**config.mk**
```make
export PLATFORM = sky130hd
export DESIGN_NAME = fetch_unit
export DESIGN_NICKNAME = d
export VERILOG_FILES = /design/src/rtl/fetch_unit.sv
export SDC_FILE = /design/constraint.sdc
export NUM_CORES = 1
export LEC_CHECK = 0
export CORE_MARGIN = 4
export CORE_UTILIZATION = 40
export DETAILED_ROUTE_END_ITERATION = 10
export GPL_TIMING_DRIVEN = 0
export MAX_ROUTING_LAYER = met4
export PLACE_DENSITY = 0.64
export SYNTH_ARGS = -nofsm -noshare
export SYNTH_HDL_FRONTEND = slang
export SYNTH_SLANG_ARGS = --single-unit
```
**constraint.sdc**
```tcl
create_clock -name clk -period 4.4 [get_ports clk]
set_input_delay 0.88 -clock clk [delete_from_list [all_inputs] [get_ports clk]]
set_output_delay 0.88 -clock clk [all_outputs]
set_load 0.005 [all_outputs]
```
**src/rtl/fetch_unit.sv**
```systemverilog
// Instruction fetch with IF/ID register. Build with FETCH_PERF_EN to include the perf counters.
// Fetch-to-IF/ID latency is L+1 edges from request; ready low holds the request; FIFO full stops issue.
module fetch_unit #(
  parameter int              XLEN      = 32,
  parameter logic [XLEN-1:0] RESET_PC  = '0,
  parameter int              BUF_DEPTH = 2
) (
  input  logic            clk,
  input  logic            rst_n,
  output logic            imem_req_valid,
  input  logic            imem_req_ready,
  output logic [XLEN-1:0] imem_req_addr,
  input  logic            imem_rsp_valid,
  input  logic [31:0]     imem_rsp_data,
  input  logic            stall_if,
  input  logic            stall_id,
  input  logic            flush_id,
  input  logic            redirect_ex,
  input  logic [XLEN-1:0] redirect_ex_target,
  input  logic            jump_id,
  input  logic [XLEN-1:0] jump_id_target,
  output logic            if_id_valid,
  output logic [XLEN-1:0] if_id_pc,
  output logic [31:0]     if_id_instr,
  output logic [31:0]     perf_bubble_cnt,
  output logic [31:0]     perf_redirect_cnt
);

  localparam int          AW      = $clog2(BUF_DEPTH);
  localparam int          CW      = $clog2(BUF_DEPTH + 1);
  localparam logic [CW:0] DEPTH_W = (CW+1)'(BUF_DEPTH);
  localparam logic [31:0] NOP     = 32'h0000_0013;

  logic [XLEN-1:0] pc;
  logic            req_pending;
  logic [CW-1:0]   inflight;
  logic [CW-1:0]   drop_cnt;
  logic [CW-1:0]   fifo_cnt;
  logic [AW-1:0]   fifo_rd;
  logic [AW-1:0]   fifo_wr;
  logic [AW-1:0]   pq_rd;
  logic [AW-1:0]   pq_wr;
  logic [31:0]     fifo_instr [BUF_DEPTH];
  logic [XLEN-1:0] fifo_pc    [BUF_DEPTH];
  logic [XLEN-1:0] pq         [BUF_DEPTH];

  logic            redirect;
  logic [XLEN-1:0] target;
  logic [CW:0]     outstanding;
  logic            req_fire;
  logic            rsp_keep;
  logic            id_load;
  logic            pop;
  logic            bypass;
  logic            push;

  assign redirect    = redirect_ex | (jump_id & ~stall_if);
  assign target      = (redirect_ex ? redirect_ex_target : jump_id_target) & ~XLEN'(3);
  assign outstanding = {1'b0, inflight} + {1'b0, fifo_cnt};

  // A request already on the bus is held even if stall_if rises, so the address never changes under it.
  assign imem_req_valid = rst_n & ~redirect &
                          (req_pending | (~stall_if & (outstanding < DEPTH_W)));
  assign imem_req_addr  = pc;
  assign req_fire       = imem_req_valid & imem_req_ready;

  assign rsp_keep = imem_rsp_valid & ~redirect & (drop_cnt == '0);
  assign id_load  = ~redirect & ~flush_id & ~stall_id;
  assign pop      = id_load & (fifo_cnt != '0);
  assign bypass   = id_load & (fifo_cnt == '0) & rsp_keep;
  assign push     = rsp_keep & ~bypass;

  always_ff @(posedge clk or negedge rst_n) begin
    if (!rst_n) begin
      pc          <= RESET_PC;
      req_pending <= 1'b0;
      inflight    <= '0;
      drop_cnt    <= '0;
      fifo_cnt    <= '0;
      fifo_rd     <= '0;
      fifo_wr     <= '0;
      pq_rd       <= '0;
      pq_wr       <= '0;
    end else begin
      inflight <= inflight + CW'(req_fire) - CW'(imem_rsp_valid);
      if (redirect) begin
        // Everything still in flight is stale; a response arriving now is dropped on the spot.
        pc          <= target;
        req_pending <= 1'b0;
        drop_cnt    <= inflight - CW'(imem_rsp_valid);
        fifo_cnt    <= '0;
        fifo_rd     <= '0;
        fifo_wr     <= '0;
        pq_rd       <= '0;
        pq_wr       <= '0;
      end else begin
        if (req_fire) pc <= pc + XLEN'(4);
        req_pending <= imem_req_valid & ~imem_req_ready;
        if (imem_rsp_valid && drop_cnt != '0) drop_cnt <= drop_cnt - CW'(1);
        fifo_cnt <= fifo_cnt + CW'(push) - CW'(pop);
        if (push)     fifo_wr <= fifo_wr + AW'(1);
        if (pop)      fifo_rd <= fifo_rd + AW'(1);
        if (req_fire) pq_wr   <= pq_wr + AW'(1);
        if (rsp_keep) pq_rd   <= pq_rd + AW'(1);
      end
    end
  end

  always_ff @(posedge clk) begin
    if (push) begin
      fifo_instr[fifo_wr] <= imem_rsp_data;
      fifo_pc[fifo_wr]    <= pq[pq_rd];
    end
    if (req_fire) pq[pq_wr] <= pc;
  end

  // A flush leaves the FIFO alone so the instruction behind the squashed one is not lost.
  always_ff @(posedge clk or negedge rst_n) begin
    if (!rst_n) begin
      if_id_valid <= 1'b0;
      if_id_pc    <= '0;
      if_id_instr <= NOP;
    end else if (redirect_ex || flush_id) begin
      if_id_valid <= 1'b0;
      if_id_instr <= NOP;
    end else if (!stall_id) begin
      if (pop) begin
        if_id_valid <= 1'b1;
        if_id_pc    <= fifo_pc[fifo_rd];
        if_id_instr <= fifo_instr[fifo_rd];
      end else if (bypass) begin
        if_id_valid <= 1'b1;
        if_id_pc    <= pq[pq_rd];
        if_id_instr <= imem_rsp_data;
      end else begin
        if_id_valid <= 1'b0;
        if_id_instr <= NOP;
      end
    end
  end

`ifdef FETCH_PERF_EN
  logic [31:0] bubble_cnt;
  logic [31:0] redirect_cnt;

  always_ff @(posedge clk or negedge rst_n) begin
    if (!rst_n) begin
      bubble_cnt   <= '0;
      redirect_cnt <= '0;
    end else begin
      if (!if_id_valid && !stall_id) bubble_cnt <= bubble_cnt + 32'd1;
      if (redirect) redirect_cnt <= redirect_cnt + 32'd1;
    end
  end

  assign perf_bubble_cnt   = bubble_cnt;
  assign perf_redirect_cnt = redirect_cnt;
`else
  assign perf_bubble_cnt   = '0;
  assign perf_redirect_cnt = '0;
`endif

endmodule

```
==> results of run 1 <==
-- metal layers --
| metal | up-vias | routed length, um |
|---|---|---|
| met1 | 4159 | 14100 |
| met2 | 323 | 15900 |
| met4 | 0 | 1080 |
| met3 | 70 | 2080 |
| li1 | 3928 | - |
| met5 | - | 0 |
-- registers in the layout (all words and copies together) (netlist names) --
register / count
drop_cnt: 2
fifo_cnt: 2
fifo_instr: 64
fifo_pc: 60
fifo_rd: 1
fifo_wr: 1
if_id_instr: 32
if_id_pc: 30
if_id_valid: 1
imem_req_addr: 30
inflight: 2
pq: 60
pq_rd: 1
pq_wr: 1
req_pending: 1
-- worst min path at each step --
| stage | end | slack (ns) | depth (start not counted) |
|---|---|---|---|
| after floorplan | if_id_valid | 0.47 | 2 |
| after global placement | if_id_pc[6] | 0.46 | 2 |
| after detailed placement | if_id_valid | 0.47 | 2 |
| after CTS | imem_req_addr[16] | 0.28 | 1 |
| after global routing | imem_req_addr[16] | 0.30 | 1 |
| final | imem_req_addr[16] | 0.27 | 1 |
-- kinds of logic (layout without fill, tap and decap cells) --
group                      count (synthesis)  in the layout
and+or+nand+nor                          219            219
DFF                                      288            288
muxes                                    123            123
adders and majority gates                  8              8
other                                      1             70
AOI/OAI and AO/OA                        135            135
buffers and inverters                    127            384
xor gates and xnor gates                  29             29
-- worst max-delay path, cell delays in order --
cell and delay [ns]:
clkdlybuf4s50_1 0.62, clkbuf_2 0.33, nand2b_1 0.15, clkbuf_1 0.33, clkbuf_2 0.31, nor2_1 0.07
clkdlybuf4s50_1 0.54
-- through the flow --
step	setup slack (ns)	util [%]	TNS, ns	total power [uW]
final	0.282	53.4	0	6750
after global routing	0.132	53.4	0	7070
after CTS	0.149	53.4	0	6830
after detailed placement	-0.0470	50.2	-0.0470	4350
after global placement	-5.67	49.7	-1054.85	4320
after floorplan	-0.254	-	-31.45	3740
-- power groups by stage --
stage | clock, uW | combinational (uW) | sequential [uW]
floorplan | 0 | 448 | 3300
global placement | 0 | 1000 | 3320
detailed placement | 0 | 1030 | 3320
CTS | 2520 | 1040 | 3270
global route | 2640 | 1140 | 3290
finish | 2460 | 1030 | 3260
-- cells in the final DEF (no fill, tap or decap), types with 4 or more instances in the layout --
cell type | netlist | final
clkdlybuf4s50_1 | 0 | 193
edfxtp_1 | 184 | 184
dfrtp_1 | 101 | 101
nand2_1 | 77 | 77
buf_4 | 70 | 70
conb_1 | 1 | 68
mux2i_1 | 63 | 63
mux2_2 | 60 | 60
nor2_1 | 61 | 58
o21ai_0 | 36 | 36
clkbuf_1 | 27 | 32
clkbuf_16 | 0 | 31
a221o_1 | 29 | 29
xor2_1 | 17 | 17
nand3_1 | 15 | 15
a21oi_1 | 14 | 14
xnor2_1 | 12 | 12
nor3_1 | 12 | 12
inv_1 | 11 | 11
nand4_1 | 11 | 11
buf_1 | 10 | 10
and3_1 | 11 | 10
clkinv_2 | 0 | 9
nand2b_1 | 8 | 8
nor2b_1 | 7 | 7
a211oi_1 | 7 | 7
a31oi_1 | 7 | 7
ha_1 | 7 | 7
buf_2 | 6 | 6
o31ai_1 | 6 | 6
and2_1 | 5 | 5
o21ai_1 | 5 | 5
o221ai_2 | 5 | 5
nor4_1 | 4 | 4
a221oi_1 | 4 | 4
o211ai_1 | 4 | 4
buf_16 | 0 | 4
-- repair_timing --
item	4_1_cts	5_1_grt
setup buffers	0	0
gates resized for setup	1	2
endpoints found under the setup margin	1	1
-- final cells by class --
class / instances / area (um2) / area share, %
plain buffers: 115 / 719 / 4.37
flip-flops and latches: 288 / 8130 / 49.4
diodes: 2 / 5.00 / 0.0304
clock buffers: 40 / 830 / 5.04
well taps: 396 / 495 / 3.01
clock inverters: 17 / 140 / 0.851
inverters: 12 / 45.0 / 0.274
repair buffers: 200 / 2090 / 12.7
multi-input cells: 582 / 4010 / 24.3
==> flow_summary.yaml, run 1 <==
finish:
  syn_to_final_growth_pct: 30.4
  stdcell_area_mm2: 0.0165
  fin_nets: 1343
  n_fill_cell: 2603
  fin_cells: 1652
  layout-drive-gt1-share_pct: 17.1
cts:
  cts_buffers: 31
  clk_path_buf_depth: 3
  path_clk_slew_ns: 0.05
  h-tree-depth: 1
  cts_sinks: 288
  postCtsHoldBufs: 0
  root_buffer: "clkbuf_16"
  cts_tree: "yes"
  clock_latency_ns: 0.56
pwr:
  switching_share_pct: 24.3
  seq_power_share_pct: 48.3
  p_per_area_mw_per_mm2: 410
  p_leak_uw: 0.00619
  p_switching_uw: 1640
  clkPwrFrac_pct: 36.4
  p_int_uw: 5110
  combPwrFrac_pct: 15.3
  ir_drop_mv: 0.312
synth:
  synth_top_family_by_area: "multiplexers"
  synth_mux_area_share_pct: 10.3
  synth_cell_types: 60
  synthTopCellsByCount: "184 x edfxtp_1, 101 x dfrtp_1, 77 x nand2_1"
  yosysMostFrequentCell: "edfxtp_1"
  synth.top_cell.area_share_pct: 43.8
  ys_async_sr_fraction_pct: 36.1
  syn-mean-instance-area_um2: 13.6
  syn_inst: 930
  synth-main-ff-cell: "edfxtp_1"
  yosysSeqAreaShare_pct: 64.4
  yosys.area_share.xor_xnor_pct: 2.01
  synth_edf_count: 184
  synth_compound_area_share_pct: 8.19
  synth_area_mm2: 0.0126
  synth-seq-cells: 288
  synthSimpleGateAreaFrac_pct: 8.14
  yosys_warnings: 0
  yosys.area.top_type: "edfxtp_1"
  synth_area_leaders: "edfxtp_1 44%, dfrtp_1 20%, mux2_2 5.4%, mux2i_1 5.0%, buf_4 4.2%"
  synth_adder_area_share_pct: 0.852
timing:
  hold_viol: 0
  fin_crit_sh_pct: 93.6
  hold_ws_ns: 0.269
  setup_viol: 0
  fmax_ghz: 0.243
  rsz0062_at_grt: "no"
  clock_skew_ns: 0.0206
  worst_slew_pin_slew_ns: 1.01
  relSlewSlack_pct: 32.2
  slew_violations: 0
  min_period_ns: 4.12
placement:
  post-place-cells: 1593
  dp_hpwl_um: 23400
  gp_congestion: 0.819
  post_dp_cell_area_mm2: 0.0155
  io_buffers: 194
grt:
  track_usage_pct: 19.7
  met3_usage_pct: 3.79
  antenna_found_initial: 2
  grt_use_met2_pct: 31.3
  grt_max_degree: 61
  grt_overflow: 0
  grt_busiest_layer: "met2"
  grt_pass1_vias: 8733
  grt_pass1_wl_um: 51000
  met1_usage_pct: 25.8
worst_setup_path:
  cp_data_required_time_ns: 3.52
  crit_type: "input port to output port"
  ff2ff_setup_slack_ns: 0.90
  cp.arrival_ns: 3.24
  critical_path.max_fanout: 10
  crit_start: "redirect_ex"
  worst_setup_path_start_kind: "input port"
  timing.rr.end: "pq[1][4]"
  cp-endpoint: "imem_req_valid"
  reg2reg_depth: 6
  crit_path_end_kind: "output port"
  r2r_start: "inflight[0]"
die:
  start_util_pct: 41.0
  ioPinCount: 267
  die_area_mm2: 0.0345
  fp.dieW_um: 186
  rows: 64
  coreArea_mm2: 0.0308
  die_h_um: 186
drt:
  drc: 0
  ant_nets: 0
  vias: 8480
  first_iter_violations: 594
  avgRoutedWirePerCell_um: 20.1
  drt_wl_total_um: 33200
  routed_via_density: 5.13
  drt-pass1-iter-count: 5
min_path:
  hold_class: "input port to async pin"
status:
  status: "finished, final reports clean"
flow_run:
  drv_cap: 0
No activity file was read; power rests on OpenSTA's default activity.
==> run 2, diff against run 1 <==
- SKIP_CTS_REPAIR_TIMING: not set -> 1
==> results of run 2 <==
The final DEF is identical to that of run 1; final timing and power are the same.
